--- config.mk ---
export PLATFORM = sky130hd
export DESIGN_NAME = uc_pilha_param
export DESIGN_NICKNAME = d
export VERILOG_FILES = /design/src/rtl/uc_pilha_pkg.sv /design/src/rtl/uc_pilha_sp.sv /design/src/rtl/uc_pilha_param.sv
export SDC_FILE = /design/constraint.sdc
export NUM_CORES = 1
export LEC_CHECK = 0
export ABC_AREA = 1
export BUFFER_PORTS_ARGS = -buffer_cell sky130_fd_sc_hd__buf_2
export CORE_MARGIN = 2
export CORE_UTILIZATION = 43
export CTS_BUF_LIST = sky130_fd_sc_hd__clkbuf_16
export DETAILED_ROUTE_END_ITERATION = 6
export GPL_TIMING_DRIVEN = 0
export PLACE_DENSITY = 0.68
export SLEW_MARGIN = 20
export SYNTH_ARGS = -nofsm -noshare
export SYNTH_HDL_FRONTEND = slang
export SYNTH_HIERARCHICAL = 1
export SYNTH_SLANG_ARGS = --single-unit
--- constraint.sdc ---
create_clock -name clock -period 2.4 [get_ports clock]
set_clock_uncertainty 0.1 [all_clocks]
set_input_delay 0 -clock clock [delete_from_list [all_inputs] [get_ports clock]]
set_output_delay 0 -clock clock [all_outputs]
set_load 0.05 [all_outputs]
--- src/rtl/uc_pilha_pkg.sv ---
// Shared encodings for the parametrised stack-processor control unit:
// opcodes, error codes and the sequencer state set.
package uc_pilha_pkg;

   localparam int unsigned OP_PUSH   = 1;
   localparam int unsigned OP_PUSH_I = 2;
   localparam int unsigned OP_PUSH_T = 3;
   localparam int unsigned OP_POP    = 4;
   localparam int unsigned OP_ADD    = 5;
   localparam int unsigned OP_SUB    = 6;
   localparam int unsigned OP_AND    = 7;
   localparam int unsigned OP_OR     = 8;
   localparam int unsigned OP_NOT    = 9;
   localparam int unsigned OP_GOTO   = 10;
   localparam int unsigned OP_COND   = 11;
   localparam int unsigned OP_HALT   = 12;

   localparam logic [1:0] ERR_NONE = 2'b00;
   localparam logic [1:0] ERR_OVF  = 2'b01;
   localparam logic [1:0] ERR_UNF  = 2'b10;
   localparam logic [1:0] ERR_ILL  = 2'b11;

   typedef enum logic [3:0] {
      S_FETCH,
      S_DECODE,
      S_PUSH_RD,
      S_PUSH_WR,
      S_PUSH_I,
      S_PUSH_T,
      S_POP_RD,
      S_POP_WR,
      S_A1,
      S_A2,
      S_A3,
      S_N1,
      S_N2,
      S_JUMP,
      S_HALT,
      S_ERRO
   } state_t;

   // Occupancy counter must represent 0..depth inclusive.
   function automatic int unsigned sp_width(input int unsigned depth);
      return $clog2(depth) + 1;
   endfunction

endpackage

--- src/rtl/uc_pilha_sp.sv ---
// Stack occupancy counter: saturating push/pop with full, empty and
// at-least-two flags used by the sequencer's pre-checks.
module uc_pilha_sp
#(
   parameter int unsigned DEPTH = 16
)(
   input  logic                 clock,
   input  logic                 reset,
   input  logic                 push,
   input  logic                 pop,
   output logic [$clog2(DEPTH):0] sp,
   output logic                 full,
   output logic                 empty,
   output logic                 ge2
);
   import uc_pilha_pkg::*;

   localparam int unsigned SP_W = sp_width(DEPTH);

   always_ff @(posedge clock or posedge reset) begin
      if (reset) begin
         sp <= '0;
      end else if (push && !full) begin
         sp <= sp + SP_W'(1);
      end else if (pop && !empty) begin
         sp <= sp - SP_W'(1);
      end
   end

   assign full  = (sp == SP_W'(DEPTH));
   assign empty = (sp == '0);
   assign ge2   = (sp >= SP_W'(2));

endmodule

--- src/rtl/uc_pilha_param.sv ---
// Parametrised stack-processor control unit: fetch/decode/execute sequencer
// driving ROM, RAM, stack and temp-register strobes, with trap and halt states.
module uc_pilha_param
#(
   parameter int unsigned OP_W   = 5,
   parameter int unsigned ADDR_W = 5,
   parameter int unsigned DATA_W = 16,
   parameter int unsigned DEPTH  = 16
)(
   input  logic                   clock,
   input  logic                   reset,
   input  logic [OP_W+ADDR_W-1:0] inst,
   input  logic [DATA_W-1:0]      data_mem,
   input  logic                   controle_ula,
   output logic                   rom_en,
   output logic [ADDR_W-1:0]      a_rom,
   output logic                   ram_en,
   output logic                   ram_wren,
   output logic [ADDR_W-1:0]      a_ram,
   output logic                   pilha_wren,
   output logic                   pilha_rd,
   output logic [$clog2(DEPTH):0] sp,
   output logic [DATA_W-1:0]      data_pilha,
   output logic                   load_temp1,
   output logic                   load_temp2,
   output logic [OP_W-1:0]        opcode,
   output logic                   halted,
   output logic [1:0]             erro,
   output logic                   pc_wrap
);
   import uc_pilha_pkg::*;

   localparam int unsigned IW = OP_W + ADDR_W;

   state_t              state, state_n;
   logic [ADDR_W-1:0]   pc, pc_n;
   logic [IW-1:0]       ir, ir_n;
   logic [OP_W-1:0]     in_op, ir_op;
   logic [ADDR_W-1:0]   in_arg, ir_arg;

   logic                rom_en_n, ram_en_n, ram_wren_n, pilha_wren_n, pilha_rd_n;
   logic                load_temp1_n, load_temp2_n, halted_n, pc_wrap_n;
   logic [ADDR_W-1:0]   a_ram_n;
   logic [DATA_W-1:0]   data_pilha_n;
   logic [OP_W-1:0]     opcode_n;
   logic [1:0]          erro_n;
   logic                sp_push, sp_pop, sp_full, sp_empty, sp_ge2;

   assign in_op  = inst[IW-1:ADDR_W];
   assign in_arg = inst[ADDR_W-1:0];
   assign ir_op  = ir[IW-1:ADDR_W];
   assign ir_arg = ir[ADDR_W-1:0];
   assign a_rom  = pc;

   uc_pilha_sp #(.DEPTH(DEPTH)) u_sp (
      .clock (clock),
      .reset (reset),
      .push  (sp_push),
      .pop   (sp_pop),
      .sp    (sp),
      .full  (sp_full),
      .empty (sp_empty),
      .ge2   (sp_ge2)
   );

   always_comb begin
      state_n      = state;
      pc_n         = pc;
      ir_n         = ir;
      a_ram_n      = a_ram;
      data_pilha_n = data_pilha;
      opcode_n     = opcode;
      halted_n     = halted;
      erro_n       = erro;
      ram_en_n     = 1'b0;
      ram_wren_n   = 1'b0;
      pilha_wren_n = 1'b0;
      pilha_rd_n   = 1'b0;
      load_temp1_n = 1'b0;
      load_temp2_n = 1'b0;
      pc_wrap_n    = 1'b0;
      sp_push      = 1'b0;
      sp_pop       = 1'b0;

      case (state)
         // rom_en is low only in the first FETCH after reset; that cycle just arms the read.
         S_FETCH: if (rom_en) state_n = S_DECODE;
         S_DECODE: begin
            ir_n      = inst;
            opcode_n  = in_op;
            pc_n      = pc + ADDR_W'(1);
            pc_wrap_n = &pc;
            case (in_op)
               OP_W'(OP_PUSH): begin
                  if (sp_full) begin
                     state_n = S_ERRO;
                     erro_n  = ERR_OVF;
                  end else begin
                     state_n  = S_PUSH_RD;
                     ram_en_n = 1'b1;
                     a_ram_n  = in_arg;
                  end
               end
               OP_W'(OP_PUSH_I): begin
                  if (sp_full) begin
                     state_n = S_ERRO;
                     erro_n  = ERR_OVF;
                  end else begin
                     state_n      = S_PUSH_I;
                     pilha_wren_n = 1'b1;
                     data_pilha_n = DATA_W'(in_arg);
                     sp_push      = 1'b1;
                  end
               end
               // The ULA result lives in the datapath; it steers its own write mux here.
               OP_W'(OP_PUSH_T): begin
                  if (sp_full) begin
                     state_n = S_ERRO;
                     erro_n  = ERR_OVF;
                  end else begin
                     state_n      = S_PUSH_T;
                     pilha_wren_n = 1'b1;
                     sp_push      = 1'b1;
                  end
               end
               OP_W'(OP_POP): begin
                  if (sp_empty) begin
                     state_n = S_ERRO;
                     erro_n  = ERR_UNF;
                  end else begin
                     state_n    = S_POP_RD;
                     pilha_rd_n = 1'b1;
                     sp_pop     = 1'b1;
                  end
               end
               OP_W'(OP_ADD), OP_W'(OP_SUB), OP_W'(OP_AND), OP_W'(OP_OR): begin
                  if (!sp_ge2) begin
                     state_n = S_ERRO;
                     erro_n  = ERR_UNF;
                  end else begin
                     state_n      = S_A1;
                     pilha_rd_n   = 1'b1;
                     load_temp1_n = 1'b1;
                     sp_pop       = 1'b1;
                  end
               end
               OP_W'(OP_NOT): begin
                  if (sp_empty) begin
                     state_n = S_ERRO;
                     erro_n  = ERR_UNF;
                  end else begin
                     state_n      = S_N1;
                     pilha_rd_n   = 1'b1;
                     load_temp1_n = 1'b1;
                     sp_pop       = 1'b1;
                  end
               end
               OP_W'(OP_GOTO), OP_W'(OP_COND): state_n = S_JUMP;
               OP_W'(OP_HALT): begin
                  state_n  = S_HALT;
                  halted_n = 1'b1;
               end
               default: begin
                  state_n = S_ERRO;
                  erro_n  = ERR_ILL;
               end
            endcase
         end
         S_PUSH_RD: state_n = S_PUSH_WR;
         // data_mem is only valid now, so the registered stack write lands in the next FETCH.
         S_PUSH_WR: begin
            state_n      = S_FETCH;
            pilha_wren_n = 1'b1;
            data_pilha_n = data_mem;
            sp_push      = 1'b1;
         end
         S_PUSH_I: state_n = S_FETCH;
         S_PUSH_T: state_n = S_FETCH;
         S_POP_RD: begin
            state_n    = S_POP_WR;
            ram_en_n   = 1'b1;
            ram_wren_n = 1'b1;
            a_ram_n    = ir_arg;
         end
         S_POP_WR: state_n = S_FETCH;
         S_A1: begin
            state_n      = S_A2;
            pilha_rd_n   = 1'b1;
            load_temp2_n = 1'b1;
            sp_pop       = 1'b1;
         end
         S_A2: begin
            state_n      = S_A3;
            pilha_wren_n = 1'b1;
            sp_push      = 1'b1;
         end
         S_A3: state_n = S_FETCH;
         S_N1: begin
            state_n      = S_N2;
            pilha_wren_n = 1'b1;
            sp_push      = 1'b1;
         end
         S_N2: state_n = S_FETCH;
         S_JUMP: begin
            state_n = S_FETCH;
            if (ir_op != OP_W'(OP_COND) || controle_ula) pc_n = ir_arg;
         end
         S_HALT: state_n = S_HALT;
         S_ERRO: state_n = S_ERRO;
      endcase

      rom_en_n = (state_n == S_FETCH);
   end

   always_ff @(posedge clock or posedge reset) begin
      if (reset) begin
         state      <= S_FETCH;
         pc         <= '0;
         ir         <= '0;
         rom_en     <= 1'b0;
         ram_en     <= 1'b0;
         ram_wren   <= 1'b0;
         a_ram      <= '0;
         pilha_wren <= 1'b0;
         pilha_rd   <= 1'b0;
         data_pilha <= '0;
         load_temp1 <= 1'b0;
         load_temp2 <= 1'b0;
         opcode     <= '0;
         halted     <= 1'b0;
         erro       <= ERR_NONE;
         pc_wrap    <= 1'b0;
      end else begin
         state      <= state_n;
         pc         <= pc_n;
         ir         <= ir_n;
         rom_en     <= rom_en_n;
         ram_en     <= ram_en_n;
         ram_wren   <= ram_wren_n;
         a_ram      <= a_ram_n;
         pilha_wren <= pilha_wren_n;
         pilha_rd   <= pilha_rd_n;
         data_pilha <= data_pilha_n;
         load_temp1 <= load_temp1_n;
         load_temp2 <= load_temp2_n;
         opcode     <= opcode_n;
         halted     <= halted_n;
         erro       <= erro_n;
         pc_wrap    <= pc_wrap_n;
      end
   end

endmodule
== After elaboration in Yosys (flattened, before gate mapping) ==
Index checks and enable logic that the tools add are counted.

* Flip-flop bits (word level): 61
* Bits of input ports: 29
* Output and inout port bits: 47
* Logic and storage cells: 121

* $add $sub $neg: 3
* Magnitude comparators: 1
* Equality and inequality tests: 36
* Mux-type cells: 37
* Bitwise operators: 1
* Reduce and logical (&&, ||, !) cells: 26

{| class="wikitable"
|+ Operators with widths
! cell !! number
|-
| $pmux W4 S10 || 1
|-
| $eq A4 B4 Y1 const B || 8
|-
| $mux W16 || 2
|-
| $pmux W16 S2 || 1
|-
| $pmux W4 S8 || 1
|-
| $eq A5 B4 Y1 const B || 5
|-
| $mux W5 || 5
|-
| $eq A5 B3 Y1 const B || 4
|-
| $mux W4 || 5
|-
| $pmux W5 S2 || 2
|-
| $eq A4 B3 Y1 const B || 4
|-
| $add A5 B1 Y5 const B || 2
|-
| $eq A5 B2 Y1 const B || 2
|-
| $pmux W1 S2 || 5
|-
| $reduce_and A5 Y1 || 2
|-
| $mux W1 || 9
|-
| $reduce_or A3 Y1 || 3
|-
| $eq A4 B2 Y1 const B || 2
|-
| $logic_not A4 Y1 || 2
|-
| $ne A2 B1 Y1 const B || 4
|-
| $pmux W2 S4 || 1
|-
| $reduce_bool A2 Y1 || 4
|-
| $reduce_or A7 Y1 || 1
|-
| $mux W2 || 3
|-
| 17 further kinds || 26
|}

== Depth between registers and ports, before layout ==
Gate-level depths: netlist of run 1.

* Word-level depth: 7
* Depth in mapped cells: 15
* Depth with buffers taken out: 15

== Hierarchy ==
Netlist of run 1, hierarchy kept.

{| class="wikitable"
|+ Modules (own cells, without submodules)
! module !! times used !! cells each !! area an instance (um^2) !! seq. area each (um^2)
|-
| uc_pilha_param || 1 || 315 || 2,616.3 || 1,276.2
|-
| uc_pilha_sp || 1 || 51 || 411.6 || 125.1
|}

== Worst setup path after synthesis of run 1 ==
No wires, ideal clock.

* Path type: register -> register
* From: register u_sp.sp[0]
* To: register u_sp.sp[4]
* Library setup time: 118 ps
* Arrival: 2,567 ps
* Required time: 2,182 ps
* Path slack: -386 ps
* Cell stages (with the launch flop): 15
* Buffers on the path: 0
* Period minus slack after synthesis: 2,786 ps
* Cells stage by stage: dfrtp_1 > nor2_2 > nand3_2 > inv_1 > inv_1 > nand2_1 > a21boi_0 > nand2_4 > fa_1 > inv_1 > nor2_1 > nor2_1 > nand3_1 > nand4_1 > nand2_1

* Cells in the longest elaborated chain, start to end: 6
* Elaborated cells on any way between the ends: 19
* Classes of those cells: add/sub: 2; order compare: 1; eq/ne: 1; mux: 9; reduce/logical: 6

{| class="wikitable"
|+ RTL lines
! element !! RTL line !! RTL
|-
| start: declaration || uc_pilha_sp.sv:11 || <nowiki>output logic [$clog2(DEPTH):0] sp,</nowiki>
|-
| start signal: assignment || uc_pilha_sp.sv:24 || <nowiki>sp <= sp + SP_W'(1);</nowiki>
|-
| start signal: assignment || uc_pilha_sp.sv:26 || <nowiki>sp <= sp - SP_W'(1);</nowiki>
|-
| $eq A5 B5 Y1 * || uc_pilha_sp.sv:30 || <nowiki>assign full = (sp == SP_W'(DEPTH));</nowiki>
|-
| net sp_full || uc_pilha_param.sv:47 || <nowiki>logic sp_push, sp_pop, sp_full, sp_empty, sp_ge2;</nowiki>
|-
| $mux W1 * (2 in series) || n/a ||
|-
| $pmux W1 S2 * || n/a ||
|-
| net pilha_wren_n || uc_pilha_param.sv:41 || <nowiki>logic rom_en_n, ram_en_n, ram_wren_n, pilha_wren_n, pilha_rd_n;</nowiki>
|-
| $logic_and A1 B1 Y1 * || uc_pilha_sp.sv:23 || <nowiki>end else if (push && !full) begin</nowiki>
|-
| $mux W5 or $reduce_bool A2 Y1 (tied branches) || n/a ||
|}

The timed path passes the listed nets; every way through them passes the cells marked *. The select of a mux whose other input is x is not followed.
A chain may end at the register's enable or synchronous reset.

== Worst setup path in the final report of run 1 ==
* From: register u_sp.sp[3]
* To: register u_sp.sp[4]

The elaborated chain is that of the path after synthesis.

==> impl_metrics.ini, run 1 <==
[status]
outcome = finished clean

[synth]
ys_ff_latch = 56
synth_nets = 401
synth_edf_count = 0
synthCells = 366
async_reset_ff_share_pct = 100
synthDistinctLibCells = 35
avgSynthCellArea_um2 = 8.27
syn_area_mm2 = 0.00303
yosysSeqAreaShare_pct = 46.3
synth_flop_cell = dfrtp_1
synth_warnings = 6

[clock_tree]
clk_pin_slew_ps = 70
cts_buffers = 5
cts_sinks = 56
clk_latency_ps = 300
clock_path_buffers = 2
h-tree-depth = 2
tritoncts = built
cts_root_buf = clkbuf_16

[grt]
grt_max_degree = 29
grt_overflow = 0
track_usage_pct = 19.5
antenna_found_initial = 0
grt_pass1_wl_mm = 11.8
grt_pass1_vias = 2636

[layout]
num_antenna_cells = 0
multiInputGateArea_mm2 = 0.00131
fin_cells = 578
layout-drive-gt1-share_pct = 29.7
fillers = 595
seqCellArea_mm2 = 0.00141
final_area_mm2 = 0.00407
fin_nets = 516
area_growth_pct = 34.4

[routing]
firstDrtPassIters = 5
avgRoutedWirePerCell_um = 12.2
wirelength_mm = 7.06
drc = 0
postRouteAntennaNets = 0
drt_iter0_markers = 169
dr_total_vias = 2706
avgViaCountPerCell = 4.68

[floorplan]
die_w_um = 87.9
pin_count = 76
row_count = 30
die_area_mm2 = 0.00773
start_util_pct = 44.6
fp.dieH_um = 87.9
core_mm2 = 0.00679

[timing]
worst_slack_ps = 143
relSlewSlack_pct = 63.5
fmax_mhz = 443
drv_slew = 0
fin_crit_sh_pct = 94.0
rsz0062_at_grt = no
final_hold_viol_count = 0
setup_violations = 0
worstMarginPinSlew_ps = 546
tns_ps = 0
final.min_clock_period_ps = 2260

[power_and_ir_drop]
p_total_uw = 6030
comb_power_share_pct = 58.3
clkPwrFrac_pct = 13.9
ir_drop_v = 0.00103
p_leak_uw = 0.00211
switching_share_pct = 51.2
internal_power_uw = 2940
switchingPower_uw = 3090
p_per_area_mw_per_mm2 = 1480
pwr-share-seq_pct = 27.9

[place]
place_ws_ps = -82.9
dp_cells = 537
dp.final_hpwl_mm = 5.21
numPortBuffers = 74
place_congestion = 0.858
place_area_mm2 = 0.00355

[worst_setup_path]
path_class = reg2reg
crit_required_ps = 2490
r2r_slack_ps = 140
critical_path.max_fanout = 7
crit_path_end_kind = flip-flop
start_kind = flip-flop
arrival_ps = 2340

[min_path]
hp-class = in2reg

[run]
maxCapViolCount = 0
==> Yosys cell counts (all sizes together) (5+ instances only) <==
cell,count,share of area [%]
o21ai,19,3.3
nor2,50,7.6
nand2,75,10
dfrtp,56,46
nand3,25,5.1
ha,5,2.1
a31oi,9,1.9
a21oi,14,2.3
o22ai,12,2.5
inv,61,7.6
buf,13,3.7
nand4,10,2.1
==> path summary, 6_finish.rpt <==
path / start / end / cells past startpoint
setup / recovery: u_sp/sp[3] / u_sp/sp[4] / 15
min in group asynchronous: reset / u_sp/sp[3] / 3
max in group asynchronous: reset / opcode[0] / 4
hold reg to reg: halted / halted / 1
setup reg to reg: u_sp/sp[3] / u_sp/sp[4] / 15
hold / removal: inst[5] / opcode[0] / 3
==> kinds of logic (layout without fill, tap and decap cells) <==
| family | count (synthesis) | in the layout | share of synthesized area, % |
|---|---|---|---|
| flops | 56 | 56 | 46.3 |
| buf+inv | 76 | 192 | 11.6 |
| xor+xnor | 4 | 4 | 1.16 |
| compound gates | 62 | 62 | 12.6 |
| mux | 1 | 1 | 0.331 |
| fa+ha+maj | 6 | 6 | 2.73 |
| simple gates | 161 | 161 | 25.3 |
==> stage by stage <==
| stage | hold WS [ps] | utilization (%) |
|---|---|---|
| final | 16.8 | 59.9 |
| after CTS | 15.5 | 59.0 |
| after floorplan | -321 | - |
| after global placement | -176 | 51.9 |
| after global routing | 49.0 | 59.9 |
| after detailed placement | -170 | 52.2 |
==> power groups by stage <==
stage	Sequential [µW]	Clock, µW	Combinational (µW)
after global routing	1730	899	3840
final	1680	837	3510
after global placement	1700	0	3310
after CTS	1700	861	3440
after floorplan	2750	0	1600
after detailed placement	1720	0	3380
==> timing repair <==
item                       in CTS  in global routing
resized for setup               2                  4
hold buffers                   28                  0
setup endpoints to repair       1                  2
hold endpoints to repair       59                  0
buffers inserted                0                  5
pin swaps                       0                  1
==> flip-flops by register name, summed over array words and instances (netlist names) <==
signal	count
state	4
ir	5
load_temp1	1
erro	2
pilha_wren	1
u_sp/sp	5
rom_en	1
load_temp2	1
a_rom	5
data_pilha	16
opcode	5
ram_en	1
halted	1
ram_wren	1
pc_wrap	1
a_ram	5
pilha_rd	1
==> worst max-delay path, stage by stage (launching register included) <==
cell and delay (ps):
dfrtp_2 440, nor2_4 60, nand3_2 120, inv_4 40, inv_1 60, nand2_1 90
a21boi_4 200, nand2_4 120, ha_1 380, nand2_1 80, nor2_1 100, nor2_1 60
nand3_1 110, nand3_2 80, nand2_1 60, nand2_1 50
==> area by class of cell <==
class,instances,share of cell area (%)
Buffer,15,2.92
Sequential cell,56,34.6
Clock buffer,5,3.08
Timing Repair Buffer,108,17.4
Clock inverter,3,1.17
Multi-Input combinational cell,234,32.1
Inverter,61,5.75
Tap cell,96,2.95
==> layer usage <==
| metal | track usage [%] | routed length, µm | vias to the layer above |
|---|---|---|---|
| met2 | 33.3 | 3390 | 71 |
| met1 | 25.3 | 3190 | 1222 |
| met5 | 0 | 0 | - |
| met3 | 3.96 | 400 | 5 |
| met4 | 5.17 | 76 | 0 |
| li1 | - | - | 1408 |
==> cells in the final DEF, fill, tap and decap left out, types with 2 or more instances in the layout <==
cell           netlist  final
nor2_1              39     39
nand2_1             68     68
o211ai_1             2      2
inv_2                4      5
nor2_2               8      7
buf_4                6     11
inv_4                1      2
nand4_1             10     10
nand2_2              4      4
clkbuf_1             2      2
clkinv_4             0      2
a31oi_1              9      9
buf_6                5      5
ha_1                 5      4
clkbuf_16            0      5
buf_2                2     76
a21oi_1             14     14
dfrtp_2              0      5
o22ai_1             12     12
xnor2_1              3      3
o21ai_0             18     18
nor2_4               3      4
dlygate4sd3_1        0     28
dfrtp_1             56     51
nand3_1             19     19
nand3_2              6      6
inv_1               56     54
nand2_4              3      3
No activity file was read; power rests on OpenSTA's default activity.
==> run 2: changes to the inputs <==
--- a/config.mk
+++ b/config.mk
@@ -6,7 +6,7 @@
 export NUM_CORES = 1
 export LEC_CHECK = 0
 export ABC_AREA = 1
-export BUFFER_PORTS_ARGS = -buffer_cell sky130_fd_sc_hd__buf_2
+export BUFFER_PORTS_ARGS = -buffer_cell sky130_fd_sc_hd__buf_4
 export CORE_MARGIN = 2
 export CORE_UTILIZATION = 43
 export CTS_BUF_LIST = sky130_fd_sc_hd__clkbuf_16
==> impl_metrics.ini, run 2 (same netlist as run 1, synthesis figures left out) <==
[worst_setup_path]
crit_required_ps = 2480
start_kind = input pin
crit_path_frequent_cell = nand2_1
path_cells = dlygate4sd3_1 > buf_4 > inv_1 > nand2_1 > nor2_4 > nand2_1 > a21boi_4 > nand2_4 > fa_2 > inv_1 > nor2_1 > nor2_1 > nand3_1 > nand4_1 > nand2_1
path_class = in2reg
critical_path.max_fanout = 7
arrival_ps = 2340
cpPeakStageDelay_ps = 540
slowest_stage = dlygate4sd3_1
crit_path_end_kind = flip-flop

[timing]
setup_violations = 0
final_hold_viol_count = 0
timing.hold.ws_ps = 80.5
rsz0062_at_grt = no
fin_crit_sh_pct = 94.1
fmax_mhz = 443
relSlewSlack_pct = 62.5
drv_slew = 0
worstMarginPinSlew_ps = 562
final.min_clock_period_ps = 2260

[power_and_ir_drop]
p_leak_uw = 0.00216
p_per_area_mw_per_mm2 = 1460
ir_drop_v = 0.000946

[layout]
layout-drive-gt1-share_pct = 29.9
fin_nets = 516
fillers = 598
final_cell_mix = 85 x buf_4, 68 x nand2_1, 54 x inv_1, 51 x dfrtp_1, 39 x nor2_1
largest_register_ffs = 16
multiInputGateArea_mm2 = 0.00132
fin_cells = 578
area_growth_pct = 40.0
final_util_pct = 62.4
top_register = data_pilha
num_antenna_cells = 0
layout_commonest_cell = buf_4
seqCellArea_mm2 = 0.00141

[status]
outcome = finished clean

[floorplan]
die_area_mm2 = 0.00773
die_w_um = 87.9
start_util_pct = 44.6
pin_count = 76
row_count = 30
core_mm2 = 0.00679
fp.dieH_um = 87.9

[routing]
postRouteAntennaNets = 0
firstDrtPassIters = 4
drt_iter0_markers = 147
avgViaCountPerCell = 4.77
dr_total_vias = 2759
drc = 0
avgRoutedWirePerCell_um = 12.7
wirelength_mm = 7.34

[place]
place_congestion = 0.861
dp.final_hpwl_mm = 5.39
dp_cells = 537
numPortBuffers = 74

[grt]
track_usage_pct = 19.7
grt_max_degree = 28
grt_overflow = 0
antenna_found_initial = 0
grt_pass1_vias = 2611
grt_pass1_wl_mm = 11.9

[clock_tree]
clock_path_buffers = 2
clk_pin_slew_ps = 70
cts_buffers = 5
tritoncts = built
cts_sinks = 56
clk_latency_ps = 290
cts_root_buf = clkbuf_16
h-tree-depth = 2

[run]
maxCapViolCount = 0

[min_path]
hp-class = in2async
## run 2: per-layer routing
| layer | GRT usage (%) | wire length [µm] | vias up | share of wire (%) |
|---|---|---|---|---|
| met5 | 0 | 0 | - | 0 |
| met4 | 5.73 | 102 | 0 | 1.4 |
| met3 | 3.39 | 321 | 8 | 4.4 |
| met2 | 32.9 | 3540 | 67 | 48 |
| met1 | 26.5 | 3380 | 1281 | 46 |
| li1 | - | - | 1403 | - |
## run 2: what timing repair did
item / 4_1_cts / 5_1_grt
pin swaps: 0 / 2
endpoints found under the hold margin: 61 / 0
buffers inserted: 2 / 3
gates cloned: 0 / 0
hold buffers: 28 / 0
resized for setup: 2 / 5
endpoints found under the setup margin: 1 / 2
## run 2: worst max-delay path: cells and delay by family
family	cells	cell delay, ps
and+or+nand+nor	9	880
AOI/OAI and AO/OA	1	220
adders and majority gates	1	390
buffers and inverters	4	840
## run 2: layout make-up
class | count | share of cell area, %
buffer | 15 | 2.80
clock buffer | 5 | 2.95
clock inverter | 3 | 0.443
inverter | 61 | 5.52
multi-input combinational | 234 | 31.1
sequential | 56 | 33.2
tap | 96 | 2.83
timing repair buffer | 108 | 21.1
## run 2: power breakdown
| part | leakage, µW | switching [µW] | total, µW | internal [µW] |
|---|---|---|---|---|
| Sequential | 0.000670 | 311 | 1700 | 1390 |
| Clock | 0.0000736 | 330 | 716 | 385 |
| Combinational | 0.00142 | 2480 | 3780 | 1300 |
| Total | 0.00216 | 3120 | 6190 | 3070 |
## run 2: metrics by stage
stage	setup TNS, ps	area [µm²]	worst slack, ps	power, µW
floorplan	0	3040	24.4	4350
global placement	-15.0	3710	-15.0	5250
detailed placement	-52.6	3730	-52.6	5340
CTS	0	4180	28.6	6140
global route	0	4240	3.44	6640
finish	0	4240	141	6190
## run 2: worst paths after layout
check	cells past startpoint	end	start	slack, ps
max in group asynchronous	4	data_pilha[6]	reset	1440
min reg2reg	1	halted	halted	390
max reg2reg	14	u_sp/sp[4]	u_sp/sp[3]	150
min in group clock	6	a_ram[3]	inst[9]	90
max	15	u_sp/sp[4]	inst[7]	140
min	3	u_sp/sp[4]	reset	80
==> run 3: changes to the inputs <==
--- a/config.mk
+++ b/config.mk
@@ -7,12 +7,14 @@
 export LEC_CHECK = 0
 export ABC_AREA = 1
 export BUFFER_PORTS_ARGS = -buffer_cell sky130_fd_sc_hd__buf_4
+export CELL_PAD_IN_SITES_DETAIL_PLACEMENT = 1
+export CELL_PAD_IN_SITES_GLOBAL_PLACEMENT = 1
 export CORE_MARGIN = 2
-export CORE_UTILIZATION = 43
+export CORE_UTILIZATION = 35
 export CTS_BUF_LIST = sky130_fd_sc_hd__clkbuf_16
 export DETAILED_ROUTE_END_ITERATION = 6
 export GPL_TIMING_DRIVEN = 0
-export PLACE_DENSITY = 0.68
+export PLACE_DENSITY = 0.75
 export SLEW_MARGIN = 20
 export SYNTH_ARGS = -nofsm -noshare
 export SYNTH_HDL_FRONTEND = slang
==> impl_metrics.ini, run 3 (same netlist as run 1, synthesis figures left out) <==
[status]
outcome = finished clean

[clock_tree]
clk_latency_ps = 290
cts_sinks = 56
cts_root_buf = clkbuf_16
tritoncts = built
h-tree-depth = 2
clk_pin_slew_ps = 70
cts_buffers = 5
clock_path_buffers = 2

[worst_setup_path]
rr_endpoint = u_sp/sp[4]
path_cells = nor2_4 > nand3_4 > inv_4 > inv_2 > nand2_2 > a21boi_4 > nand2_4 > fa_2 > inv_1 > nor2_1 > nor2_1 > nand3_1 > nand4_1 > nand2_1
critical_path.max_fanout = 6
reg2regPathDepth = 14
crit_path_end_kind = flip-flop
start_kind = flip-flop
crit_required_ps = 2480
r2r_slack_ps = 110
cpPeakStageDelay_ps = 440
r2r_start = u_sp/sp[2]
crit_path_frequent_cell = nor2_1
path_class = reg2reg
slowest_stage = dfrtp_2
arrival_ps = 2370

[timing]
fin_crit_sh_pct = 95.3
drv_slew = 0
timing.hold.ws_ps = 27.9
final.min_clock_period_ps = 2290
fmax_mhz = 437
final_hold_viol_count = 0
setup_violations = 0
relSlewSlack_pct = 68.1
tns_ps = 0
worstMarginPinSlew_ps = 478

[floorplan]
core_mm2 = 0.00830
fp.dieH_um = 97.0
row_count = 33
pin_count = 76
start_util_pct = 36.5
die_w_um = 97.0
die_area_mm2 = 0.00941

[place]
dp.final_hpwl_mm = 6.25
numPortBuffers = 74
place_congestion = 0.882

[grt]
grt_pass1_wl_mm = 14.8
track_usage_pct = 19.2
grt_max_degree = 34
grt_pass1_vias = 3064
antenna_found_initial = 0
grt_overflow = 0

[routing]
drc = 0
avgViaCountPerCell = 4.85
dr_total_vias = 2880
firstDrtPassIters = 4
wirelength_mm = 8.80
postRouteAntennaNets = 0
drt_iter0_markers = 96
avgRoutedWirePerCell_um = 14.8

[layout]
num_antenna_cells = 0
largest_register_ffs = 16
fin_nets = 523
area_growth_pct = 43.0
final_cell_mix = 92 x buf_4, 67 x nand2_1, 53 x inv_1, 51 x dfrtp_1, 39 x nor2_1
top_register = data_pilha
layout_commonest_cell = buf_4
layout-drive-gt1-share_pct = 31.3
fillers = 973
final_util_pct = 52.2

[run]
maxCapViolCount = 0

[power_and_ir_drop]
clkPwrFrac_pct = 12.7
p_total_uw = 6490
ir_drop_v = 0.000854
internal_power_uw = 3260
comb_power_share_pct = 61.0
pwr-share-seq_pct = 26.3
p_leak_uw = 0.00220
p_per_area_mw_per_mm2 = 1500
switching_share_pct = 49.9
switchingPower_uw = 3240

[min_path]
hold_depth = 3
hp-class = in2reg
holdPathEnd = opcode[0]
hp-start = inst[5]
==> run 3: changes by cell type in the layout (fill, tap and decap cells not counted), sizes merged <==
cell,previous run,this run
buf,93,100
clkinv,3,1
bufinv,0,1
clkinvlp,0,1
==> run 3: worst max path at each step <==
stage / start / slack (ps) / cells after the start / end
2_1_floorplan: u_sp/sp[0] / 20 / 14 / u_sp/sp[4]
3_3_place_gp: u_sp/sp[0] / -50 / 14 / u_sp/sp[4]
3_5_place_dp: u_sp/sp[0] / -200 / 14 / u_sp/sp[4]
4_1_cts: u_sp/sp[3] / 10 / 14 / u_sp/sp[4]
5_1_grt: u_sp/sp[2] / -40 / 15 / u_sp/sp[4]
6_report: u_sp/sp[2] / 110 / 14 / u_sp/sp[4]
==> run 3: layer usage <==
layer / routed length, µm / vias to the layer above / share of wire, % / GRT usage [%]
li1: - / 1414 / - / -
met1: 3770 / 1392 / 43 / 24.3
met2: 4560 / 62 / 52 / 33.8
met3: 340 / 12 / 3.9 / 3.32
met4: 127 / 0 / 1.4 / 4.98
met5: 0 / - / 0 / 0
==> run 3: final cells by class <==
type | instances | area, µm² | share of cell area (%)
Timing Repair Buffer | 115 | 946 | 21.8
Buffer | 15 | 119 | 2.74
Clock inverter | 3 | 42.5 | 0.982
Clock buffer | 5 | 125 | 2.89
Inverter | 61 | 234 | 5.40
Sequential cell | 56 | 1410 | 32.5
Tap cell | 105 | 131 | 3.03
Multi-Input combinational cell | 234 | 1330 | 30.6
==> run 3: through the flow <==
| step | cells | setup slack (ps) | cell area, µm² |
|---|---|---|---|
| after detailed placement | 546 | -199 | 3740 |
| after floorplan | 366 | 24.4 | 3040 |
| after CTS | 584 | 13.7 | 4230 |
| after global routing | 594 | -36.8 | 4330 |
| after global placement | 545 | -51.9 | 3720 |
| final | 594 | 113 | 4330 |
==> run 3: repair_timing <==
| item | CTS | global route |
|---|---|---|
| setup buffers | 2 | 10 |
| hold buffers | 28 | 0 |
| endpoints found under the hold margin | 54 | 0 |
| pin swaps | 0 | 6 |
| gates resized for setup | 5 | 5 |
| endpoints found under the setup margin | 2 | 2 |
==> run 3: worst max-delay path, delay by kind of cell, from the launching register on <==
family	cells	cell delay (ps)
compound gates	1	200
fa+ha+maj	1	410
buf+inv	3	200
flops	1	440
simple gates	9	800
==> run 3: power groups by stage <==
stage | Combinational (µW) | Sequential (µW) | Clock [µW]
after floorplan | 1600 | 2750 | 0
after global placement | 3560 | 1730 | 0
after detailed placement | 3670 | 1750 | 0
after CTS | 3800 | 1710 | 853
after global routing | 4290 | 1780 | 888
final | 3960 | 1710 | 827
